`config.mk`:
```
export PLATFORM = sky130hd
export DESIGN_NAME = button_pio_in_flat
export DESIGN_NICKNAME = d
export VERILOG_FILES = /design/src/rtl/pio_pkg.sv /design/src/rtl/button_pio_in_if.sv /design/src/rtl/pio_debounce.sv /design/src/rtl/button_pio_in.sv /design/src/flat_wrapper.sv
export SDC_FILE = /design/constraint.sdc
export NUM_CORES = 1
export LEC_CHECK = 0
export ABC_AREA = 1
export CAP_MARGIN = 15
export CORE_ASPECT_RATIO = 1.1
export CORE_UTILIZATION = 44
export DETAILED_ROUTE_END_ITERATION = 8
export PLACE_DENSITY = 0.73
export SLEW_MARGIN = 25
export SYNTH_ARGS = -nofsm -noshare
export SYNTH_HDL_FRONTEND = slang
export SYNTH_HIERARCHICAL = 1
export SYNTH_SLANG_ARGS = --single-unit
```
`constraint.sdc`:
```
create_clock -name clk -period 0.8 [get_ports clk]
set_clock_uncertainty 0.05 [all_clocks]
set_input_delay 0.12 -clock clk [delete_from_list [all_inputs] [get_ports clk]]
set_output_delay 0.12 -clock clk [all_outputs]
set_load 0.01 [all_outputs]
```
`src/rtl/pio_pkg.sv`:
```
// Shared constants for the button/switch input PIO: register addresses and edge-capture modes.
package pio_pkg;

  typedef enum logic [1:0] {
    PIO_ADDR_DATA    = 2'd0,
    PIO_ADDR_RSVD    = 2'd1,
    PIO_ADDR_IRQMASK = 2'd2,
    PIO_ADDR_EDGECAP = 2'd3
  } pio_addr_e;

  localparam int EDGE_RISE = 0;
  localparam int EDGE_FALL = 1;
  localparam int EDGE_ANY  = 2;

endpackage

```
`src/rtl/button_pio_in_if.sv`:
```
// Avalon-MM slave bus bundle for the input PIO (fixed read latency 1, no waitrequest).
interface button_pio_in_if #(
  parameter int WIDTH = 4
);
  logic [1:0]       address;
  logic             chipselect;
  logic             read_n;
  logic             write_n;
  logic [WIDTH-1:0] writedata;
  logic [WIDTH-1:0] readdata;

  modport master (output address, chipselect, read_n, write_n, writedata, input readdata);
  modport slave  (input address, chipselect, read_n, write_n, writedata, output readdata);
endinterface

```
`src/rtl/pio_debounce.sv`:
```
// One-bit debouncer: dout follows din only after din has differed from dout
// for DEBOUNCE_CYCLES consecutive clocks.
module pio_debounce #(
  parameter int   DEBOUNCE_CYCLES = 50000,
  parameter logic IDLE_VAL        = 1'b1
)(
  input  logic clk,
  input  logic reset_n,
  input  logic din,
  output logic dout
);
  localparam int CW = $clog2(DEBOUNCE_CYCLES + 1);

  logic [CW-1:0] cnt;

  // Any return to agreement restarts the count, so short glitches never propagate.
  always_ff @(posedge clk or negedge reset_n) begin
    if (!reset_n) begin
      cnt  <= '0;
      dout <= IDLE_VAL;
    end else if (din == dout) begin
      cnt <= '0;
    end else if (cnt == CW'(DEBOUNCE_CYCLES - 1)) begin
      dout <= din;
      cnt  <= '0;
    end else begin
      cnt <= cnt + 1'b1;
    end
  end
endmodule

```
`src/rtl/button_pio_in.sv`:
```
// Input PIO: synchronise pins, optional per-bit debounce (PIO_DEBOUNCE_EN),
// per-bit edge capture with write-1-to-clear and a masked level IRQ.
module button_pio_in
  import pio_pkg::*;
#(
  parameter int               WIDTH           = 4,
  parameter int               EDGE_TYPE       = EDGE_FALL,
  parameter logic [WIDTH-1:0] IDLE_LEVEL      = {WIDTH{1'b1}},
  parameter int               DEBOUNCE_CYCLES = 50000
)(
  input  logic             clk,
  input  logic             reset_n,
  button_pio_in_if.slave   bus,
  output logic             irq,
  input  logic [WIDTH-1:0] in_port
);
  logic [WIDTH-1:0] sync1, sync2, stable, prev;
  logic [WIDTH-1:0] cap, mask;
  logic [WIDTH-1:0] rise, fall, edge_sel, clr, rd_mux;
  logic             rd, wr;

  always_ff @(posedge clk or negedge reset_n) begin
    if (!reset_n) begin
      sync1 <= IDLE_LEVEL;
      sync2 <= IDLE_LEVEL;
    end else begin
      sync1 <= in_port;
      sync2 <= sync1;
    end
  end

`ifdef PIO_DEBOUNCE_EN
  for (genvar i = 0; i < WIDTH; i++) begin : g_db
    pio_debounce #(
      .DEBOUNCE_CYCLES (DEBOUNCE_CYCLES),
      .IDLE_VAL        (IDLE_LEVEL[i])
    ) u_db (
      .clk     (clk),
      .reset_n (reset_n),
      .din     (sync2[i]),
      .dout    (stable[i])
    );
  end
`else
  assign stable = sync2;
`endif

  assign rise     = stable & ~prev;
  assign fall     = ~stable & prev;
  assign edge_sel = (EDGE_TYPE == EDGE_ANY)  ? (rise | fall) :
                    (EDGE_TYPE == EDGE_FALL) ? fall : rise;

  assign rd  = bus.chipselect & ~bus.read_n;
  assign wr  = bus.chipselect & ~bus.write_n;
  assign clr = (wr && pio_addr_e'(bus.address) == PIO_ADDR_EDGECAP) ? bus.writedata : '0;

  always_comb begin
    rd_mux = '0;
    case (pio_addr_e'(bus.address))
      PIO_ADDR_DATA:    rd_mux = stable;
      PIO_ADDR_IRQMASK: rd_mux = mask;
      PIO_ADDR_EDGECAP: rd_mux = cap;
      default:          rd_mux = '0;
    endcase
  end

  // Set beats clear so an edge coinciding with its own clear is never lost.
  always_ff @(posedge clk or negedge reset_n) begin
    if (!reset_n) begin
      prev         <= IDLE_LEVEL;
      cap          <= '0;
      mask         <= '0;
      bus.readdata <= '0;
    end else begin
      prev <= stable;
      cap  <= (cap & ~clr) | edge_sel;
      if (wr && pio_addr_e'(bus.address) == PIO_ADDR_IRQMASK) mask <= bus.writedata;
      if (rd) bus.readdata <= rd_mux;
    end
  end

  assign irq = |(cap & mask);
endmodule

```
`src/flat_wrapper.sv`:
```
// flat-port wrapper written by rule: the top's interface ports become plain ports
module button_pio_in_flat import pio_pkg::*;
#(
  parameter int               WIDTH           = 4,
  parameter int               EDGE_TYPE       = EDGE_FALL,
  parameter logic [WIDTH-1:0] IDLE_LEVEL      = {WIDTH{1'b1}},
  parameter int               DEBOUNCE_CYCLES = 50000
)
  (clk, reset_n, irq, in_port, bus_address, bus_chipselect, bus_read_n, bus_write_n, bus_writedata, bus_readdata);
  button_pio_in_if #(.WIDTH(WIDTH)) bus_i ();
  input  logic clk;
  input  logic reset_n;
  output logic irq;
  input  logic [WIDTH-1:0] in_port;
  input wire logic [$bits(bus_i.address)-1:0] bus_address;
  input wire logic [$bits(bus_i.chipselect)-1:0] bus_chipselect;
  input wire logic [$bits(bus_i.read_n)-1:0] bus_read_n;
  input wire logic [$bits(bus_i.write_n)-1:0] bus_write_n;
  input wire logic [$bits(bus_i.writedata)-1:0] bus_writedata;
  output wire logic [$bits(bus_i.readdata)-1:0] bus_readdata;
  assign bus_i.address = bus_address;
  assign bus_i.chipselect = bus_chipselect;
  assign bus_i.read_n = bus_read_n;
  assign bus_i.write_n = bus_write_n;
  assign bus_i.writedata = bus_writedata;
  assign bus_readdata = bus_i.readdata;
  button_pio_in #(.WIDTH(WIDTH), .EDGE_TYPE(EDGE_TYPE), .IDLE_LEVEL(IDLE_LEVEL), .DEBOUNCE_CYCLES(DEBOUNCE_CYCLES)) u_core (.clk(clk), .reset_n(reset_n), .bus(bus_i), .irq(irq), .in_port(in_port));
endmodule
```
---- After elaboration in Yosys (flattened, before gate mapping) ----
Cells that the tools add are included.
Widths: inputs -> output; s select.
cells by class
  muxes and demuxes ....................... 2
  eq/ne operators ......................... 2
  reductions and logical operators ........ 4
  bitwise logic cells ..................... 10
operator list
  kind                number
  $and 4x4->4         3
  $pmux 4 s3          1
  $not 4->4           2
  $eq 2x2->1 const B  2
  $mux 4              1
  $or 4x4->4          1
  $reduce_or 4->1     1
  $and 1x1->1         2
  $logic_and 1x1->1   2
  $logic_not 2->1     1
  $not 1->1           2
word-level totals
  logic and storage cells ................. 24
  output and inout port bits .............. 5
  input bits .............................. 15
  bits in registers ....................... 24

---- Logic depth before layout (Yosys ltp) ----
Gate-level depths: netlist of the first run.
  depth after elaboration ................. 7
  gate-level depth with buffers ........... 6
  gate-level depth less buffers ........... 5

---- Worst setup path before layout of the first run ----
No wires, ideal clock.
  path kind ............................... register to register
  start point ............................. register u_core.sync2[0], in the netlist u_core/stable[0]
  end point ............................... register u_core.bus.readdata[0]
  stages on the path, launching flop included .. 5
  data required time ...................... 685 ps
  data arrival time ....................... 712 ps
  setup slack ............................. -27 ps
  library setup time ...................... 65 ps
  path through ............................ dfstp_2 -> nand2_1 -> nand3_1 -> nand2_1 -> nand2_1
on the way
  word-level cells in the longest chain between the ends .. 1
ends and longest elaborated chain
  item                    RTL line                RTL
  start, declared         button_pio_in.sv:17     logic [WIDTH-1:0] sync1, sync2, stable, prev;
  start signal, assigned  button_pio_in.sv:28     sync2 <= sync1;
  $pmux 4 s3              button_pio_in.sv:59     case (pio_addr_e'(bus.address))
  end signal, assigned    button_pio_in.sv:78     if (rd) bus.readdata <= rd_mux;
  end, declared           button_pio_in_if.sv:13  modport slave (input address, chipselect, read_n, write_n, writedata, output readdata);
No other way between the ends.
A chain may end at the register's enable or synchronous reset.

---- Worst setup path in the final report of the first run ----
  start point ............................. register u_core.mask[2]
  end point ............................... output port irq
on the way
  word-level cells in the longest chain between the ends .. 2
ends and longest elaborated chain
  item                    RTL line             RTL
  start, declared         button_pio_in.sv:18  logic [WIDTH-1:0] cap, mask;
  start signal, assigned  button_pio_in.sv:77  if (wr && pio_addr_e'(bus.address) == PIO_ADDR_IRQMASK) mask <= bus.writedata;
  $and 4x4->4             button_pio_in.sv:82  assign irq = |(cap & mask);
  $reduce_or 4->1         button_pio_in.sv:82
  end, declared           flat_wrapper.sv:13   output logic irq;
No other way between the ends.

==> results_dict.tcl, run 1 <==
set metrics [dict create \
    worstSetupStartpointType "flop" \
    seq_area_frac_synth_pct 64.4 \
    routedWlPerCell_um 14.5 \
    clock_sink_count 24 \
    antenna_found_initial 0 \
    place_ws_ns -0.475 \
    fin_hold_ws_ns 0.0878 \
    ys_warn_count 6 \
    crit_required_ns 0.63 \
    htreeDepth 1 \
    path_max_fanout 2 \
    drtIter0Drc 21 \
    finish.utilization_pct 72.6 \
    netlist_instances 99 \
    relSlewSlack_pct 79.1 \
    dp_hpwl_um 1450 \
    top_layer_used "met4" \
    wl_um 2430 \
    finalHoldViolCount 0 \
    fmax_ghz 0.830 \
    async_flop_share_pct 100 \
    finalCriticalPeriod_ns 1.20 \
    arrival_ns 1.03 \
    cp_slowest_stage_delay_ns 0.41 \
    n_antenna_cell 0 \
    design_area_um2 1470 \
    synth_edf_count 0 \
    viasPerCell 5.12 \
    drc 0 \
    synth_top_area_share_pct 33.0 \
    met1_length_um 970 \
    via_count 855 \
    route.met3.wl_um 77 \
    setup_viol 17 \
    syn_nets 114 \
    worstMarginPinSlew_ns 0.313 \
    cts_tree "done" \
    yosysTopAreaCell "dfstp_2" \
    hp-class "in -> async" \
    synth_seq_cells 24 \
    initial_core_util_pct 47.3 \
    io_pins 20 \
    die_h_um 50.9 \
    grt_pass1_wl_um 3600 \
    fin_nets 155 \
    antenna_left 0 \
    crit_type "reg -> out" \
    p_per_area_nw_per_um2 1990 \
    first_pass_iters 4 \
    p_leak_nw 0.709 \
    grt_max_degree 25 \
    status "finished, violations left" \
    cp-end-kind "primary output" \
    cp_cell_sequence "nand2_1 -> nand4_1 -> buf_2" \
    synth_flop_cell "dfstp_2" \
    fin_crit_sh_pct 151 \
    ys_top_cells_by_count "nand2_1 (37), nand3_1 (16), dfrtp_1 (12), dfstp_2 (12), inv_1 (10)" \
    wl_met2_um 1270 \
    layout_setup_ws_ns -0.404 \
    yosysMostFrequentCell "nand2_1" \
    cts_root_buf "clkbuf_4" \
    path_clk_slew_ns 0.13 \
    grt_pass1_vias 846 \
    numCtsBuffers 3 \
    syn_to_final_growth_pct 53.4 \
    syn_avg_cell_area_um2 9.66 \
    ys_top_cells_by_area "dfstp_2 (33%), dfrtp_1 (31%), nand2_1 (15%), nand3_1 (8.4%), inv_1 (3.9%)" \
    coreArea_um2 2020 \
    clk_latency_ns 0.31 \
    grt-ovfl-total 0 \
    crit_path_top_delay_cell "dfrtp_1" \
    drv_slew 0 \
    rr_worst_depth 6 \
    grt_usage_pct 21.7 \
    chipWidth_um 46.4 \
    vdd_ir_drop_max_mv 1.84 \
    netlist_area_um2 956 \
    failed_checks "setup timing" \
    portBuffers 19 \
    die_area_um2 2360 \
    max_cap_viol_count 0 \
    synth.distinct_cells 13 \
    routabilityCongestion 0.881 \
    layout-drive-gt1-share_pct 48.2 \
    placed_area_um2 1270 \
    rsz0062_at_grt "true" \
    clockBufferDepth 2 \
    total_power_mw 2.92 \
    rows 17 \
]
[cell usage in the layout (no fill, tap or decap)]
master and n:
buf_4 12, inv_1 7, dlygate4sd2_1 4, nand4_1 1
nor2_2 1, nor2_1 1, nand3_2 10, clkbuf_4 3
dfstp_2 12, o21ai_1 2, nand2_1 32, nand2_2 5
nand3_4 4, nand3_1 3, nor2_4 1, bufinv_16 1
clkdlybuf4s50_1 10, o21ai_2 2, dfrtp_1 12, buf_12 1
buf_6 5, inv_2 5, buf_2 5
[registers in the layout (all words and copies together) (netlist names)]
register             count
u_core/bus.readdata      4
u_core/cap               4
u_core/mask              4
u_core/prev              4
u_core/stable            4
u_core/sync1             4
[logic make-up (layout without fill, tap and decap cells)]
family	Yosys count	in the layout	synth area share [%]
AOI/OAI and AO/OA	4	4	2.09
buffers and inverters	13	53	5.89
DFF	24	24	64.4
and+or+nand+nor	58	58	27.6
[stage by stage]
| step | instances | TNS (ns) |
|---|---|---|
| 2_1_floorplan | 99 | -0.108 |
| 3_3_place_gp | 157 | -6.66 |
| 3_5_place_dp | 157 | -6.88 |
| 4_1_cts | 164 | -2.08 |
| 5_1_grt | 167 | -3.02 |
| 6_report | 167 | -2.50 |
[power breakdown]
| part | total (mW) | switching (mW) | internal (mW) |
|---|---|---|---|
| combinational | 0.638 | 0.316 | 0.322 |
| sequential | 1.41 | 0.0656 | 1.35 |
| clock | 0.864 | 0.358 | 0.506 |
[critical path: cells and delay by family, from the launching register on]
kind / cells / cell delay [ns]
DFF: 1 / 0.41
buffers and inverters: 1 / 0.14
and+or+nand+nor: 2 / 0.17
[final cells by class]
cell class | count | area [µm²]
timing repair buffer | 37 | 327
multi-input combinational | 62 | 392
clock inverter | 1 | 30.0
clock buffer | 3 | 22.5
tap | 28 | 35.0
fill | 139 | 554
inverter | 12 | 45.0
sequential | 24 | 616
[path summary, 6_finish.rpt]
path	start	to	slack, ns
setup / recovery	u_core/mask[2]	irq	-0.40
hold / removal	reset_n	u_core/mask[3]	0.09
setup reg to reg	u_core/cap[3]	u_core/bus.readdata[3]	-0.25
hold reg to reg	u_core/sync1[1]	u_core/stable[1]	0.32
max in group asynchronous	reset_n	u_core/prev[1]	0.38
min in group clk	in_port[0]	u_core/sync1[0]	0.15
[timing repair]
action,CTS,global route
resized for setup,38,18
setup endpoints to repair,17,17
pin swaps,18,11
setup buffers,5,6
hold endpoints to repair,0,0
hold buffers,0,0
[layer usage]
layer | vias to the layer above | GRT usage [%]
met4 | 0 | 14.2
met5 | - | 0
met1 | 421 | 26.8
li1 | 390 | -
met2 | 30 | 34.3
met3 | 14 | 3.18
Note: power is estimated with default switching activity, not from simulation.
==> run 2, diff against run 1 <==
--- a/config.mk
+++ b/config.mk
@@ -6,11 +6,10 @@
 export NUM_CORES = 1
 export LEC_CHECK = 0
 export ABC_AREA = 1
-export CAP_MARGIN = 15
 export CORE_ASPECT_RATIO = 1.1
-export CORE_UTILIZATION = 44
+export CORE_UTILIZATION = 45
 export DETAILED_ROUTE_END_ITERATION = 8
-export PLACE_DENSITY = 0.73
+export DONT_BUFFER_PORTS = 1
 export SLEW_MARGIN = 25
 export SYNTH_ARGS = -nofsm -noshare
 export SYNTH_HDL_FRONTEND = slang
==> run 2 against run 1 <==
Compared with the run above:
- the flow finishes with violations (hold timing, setup timing)
- non-clock buffer count is 16 lower
- clock-buffer cell count is 1 higher
- sequential share of layout area is 6.9 points higher
- cell area is 14% lower
- worst setup slack better by 0.054 ns
==> results_dict.tcl, run 2 (same netlist as run 1, synthesis figures left out) <==
set metrics [dict create \
    antenna_found_initial 0 \
    seqCellArea_um2 616 \
    die_h_um 50.3 \
    clockBufferDepth 2 \
    chipWidth_um 45.9 \
    syn_to_final_growth_pct 31.7 \
    grt_pass1_wl_um 2990 \
    p_leak_nw 0.620 \
    place_ws_ns -0.102 \
    layout_common_cells "nand2_1 (36), nand3_1 (12), dfrtp_1 (12), dfstp_2 (12), dlygate4sd3_1 (10)" \
    first_pass_iters 4 \
    dp_hpwl_um 1190 \
    cts_root_buf "clkbuf_4" \
    path_max_fanout 2 \
    p_per_area_nw_per_um2 1960 \
    cp-end-kind "primary output" \
    setup_viol 15 \
    met1_length_um 812 \
    finalCriticalPeriod_ns 1.15 \
    wl_um 1840 \
    viasPerCell 4.85 \
    crit_type "reg -> out" \
    multi_input_area_um2 310 \
    grt_pass1_vias 735 \
    grt_max_degree 25 \
    numCtsBuffers 3 \
    wl_met2_um 910 \
    io_pins 20 \
    clk_latency_ns 0.31 \
    initial_core_util_pct 47.8 \
    drtIter0Drc 11 \
    drv_slew 0 \
    hp-class "in -> reg" \
    via_count 733 \
    vdd_ir_drop_max_mv 1.32 \
    status "finished, violations left" \
    fmax_ghz 0.870 \
    p_switching_mw 0.639 \
    fin_crit_sh_pct 144 \
    worstSetupStartpointType "flop" \
    htreeDepth 1 \
    path_clk_slew_ns 0.12 \
    share_comb_of_total_power_pct 16.0 \
    drc 0 \
    antenna_left 0 \
    top_layer_used "met4" \
    coreArea_um2 2000 \
    fin_nets 139 \
    fin_hold_ws_ns -0.0299 \
    routabilityCongestion 0.791 \
    clock_sink_count 24 \
    relSlewSlack_pct 84.0 \
    cts_tree "done" \
    die_area_um2 2310 \
    swShare_pct 25.9 \
    grt-ovfl-total 0 \
    rsz0062_at_grt "true" \
    grt_usage_pct 18.1 \
    crit_required_ns 0.63 \
    max_cap_viol_count 0 \
    finalHoldViolCount 9 \
    final_common_cell "nand2_1" \
    seqPwrFrac_pct 58.2 \
    n_antenna_cell 0 \
    rows 17 \
    p_clk_share_pct 25.7 \
    portBuffers 0 \
    total_power_mw 2.47 \
    routedWlPerCell_um 12.2 \
    layout-drive-gt1-share_pct 31.7 \
    failed_checks "hold timing, setup timing" \
    layout_setup_ws_ns -0.350 \
    p_int_mw 1.83 \
    route.met3.wl_um 82 \
    num-fill-cells 179 \
    arrival_ns 0.98 \
    worstMarginPinSlew_ns 0.240 \
]
-- run 2: cell types whose count changed in the layout (fill, tap and decap cells not counted), sizes merged --
cell | before | now
buf | 23 | 9
clkdlybuf4s50 | 10 | 0
dlygate4sd3 | 0 | 10
dlygate4sd2 | 4 | 0
dlymetal6s4s | 0 | 2
bufinv | 1 | 0
clkbuf | 3 | 4
-- run 2: final cells by class --
class                           instances  area share, %
Timing Repair Buffer                   21           17.2
Tap cell                               28           2.78
Clock buffer                            4           2.88
Sequential cell                        24           48.9
Multi-Input combinational cell         62           24.7
Inverter                               12           3.58
-- run 2: power by group through the flow --
stage          clock network (mW)  registers (mW)  logic [mW]
6_report                    0.635            1.44       0.396
3_5_place_dp                    0            1.46       0.200
5_1_grt                     0.712            1.45       0.439
3_3_place_gp                    0            1.46       0.196
4_1_cts                     0.651            1.44       0.331
2_1_floorplan                   0            1.44       0.176
-- run 2: timing repair --
item / in CTS / in global routing
resized for setup: 5 / 9
pin swaps: 10 / 5
hold endpoints to repair: 38 / 33
setup endpoints to repair: 13 / 17
buffers inserted: 7 / 0
hold buffers: 10 / 3
-- run 2: worst max-delay path, stage by stage (launching register included) --
cell and delay [ns]:
dfrtp_1 0.43, nand2_1 0.07, nand4_1 0.17
-- run 2: path summary, 6_finish.rpt --
path | startpoint | endpoint | slack (ns) | depth (start not counted)
min reg2reg | u_core/sync1[0] | u_core/stable[0] | 0.31 | 0
max reg2reg | u_core/cap[1] | u_core/bus.readdata[1] | -0.23 | 6
max | u_core/mask[2] | irq | -0.35 | 2
max in group asynchronous | reset_n | u_core/prev[2] | 0.31 | 2
min | bus_write_n | u_core/mask[0] | -0.03 | 3
min in group asynchronous | reset_n | u_core/mask[3] | 0.17 | 2
-- run 2: stage by stage --
stage | instance area [µm²] | std cells | util, % | TNS [ns] | hold WS (ns)
after floorplan | 956 | 99 | - | -0.108 | -0.226
after global placement | 987 | 127 | 49.4 | -0.314 | -0.225
after detailed placement | 987 | 127 | 49.4 | -0.404 | -0.225
after CTS | 1190 | 148 | 59.7 | -2.18 | -0.579
after global routing | 1260 | 151 | 63.0 | -2.27 | -0.0355
final | 1260 | 151 | 63.0 | -1.67 | -0.0299
-- run 2: layer usage --
layer	global-route usage [%]	vias to the layer above
li1	-	359
met1	20.8	347
met2	31.5	22
met3	2.52	5
met4	8.82	0
met5	0	-
==> run 3, diff against run 2 <==
--- a/config.mk
+++ b/config.mk
@@ -6,6 +6,7 @@
 export NUM_CORES = 1
 export LEC_CHECK = 0
 export ABC_AREA = 1
+export CAP_MARGIN = 20
 export CORE_ASPECT_RATIO = 1.1
 export CORE_UTILIZATION = 45
 export DETAILED_ROUTE_END_ITERATION = 8
==> results of run 3 <==
No change in the layout: final DEF, timing and power equal those of run 2.
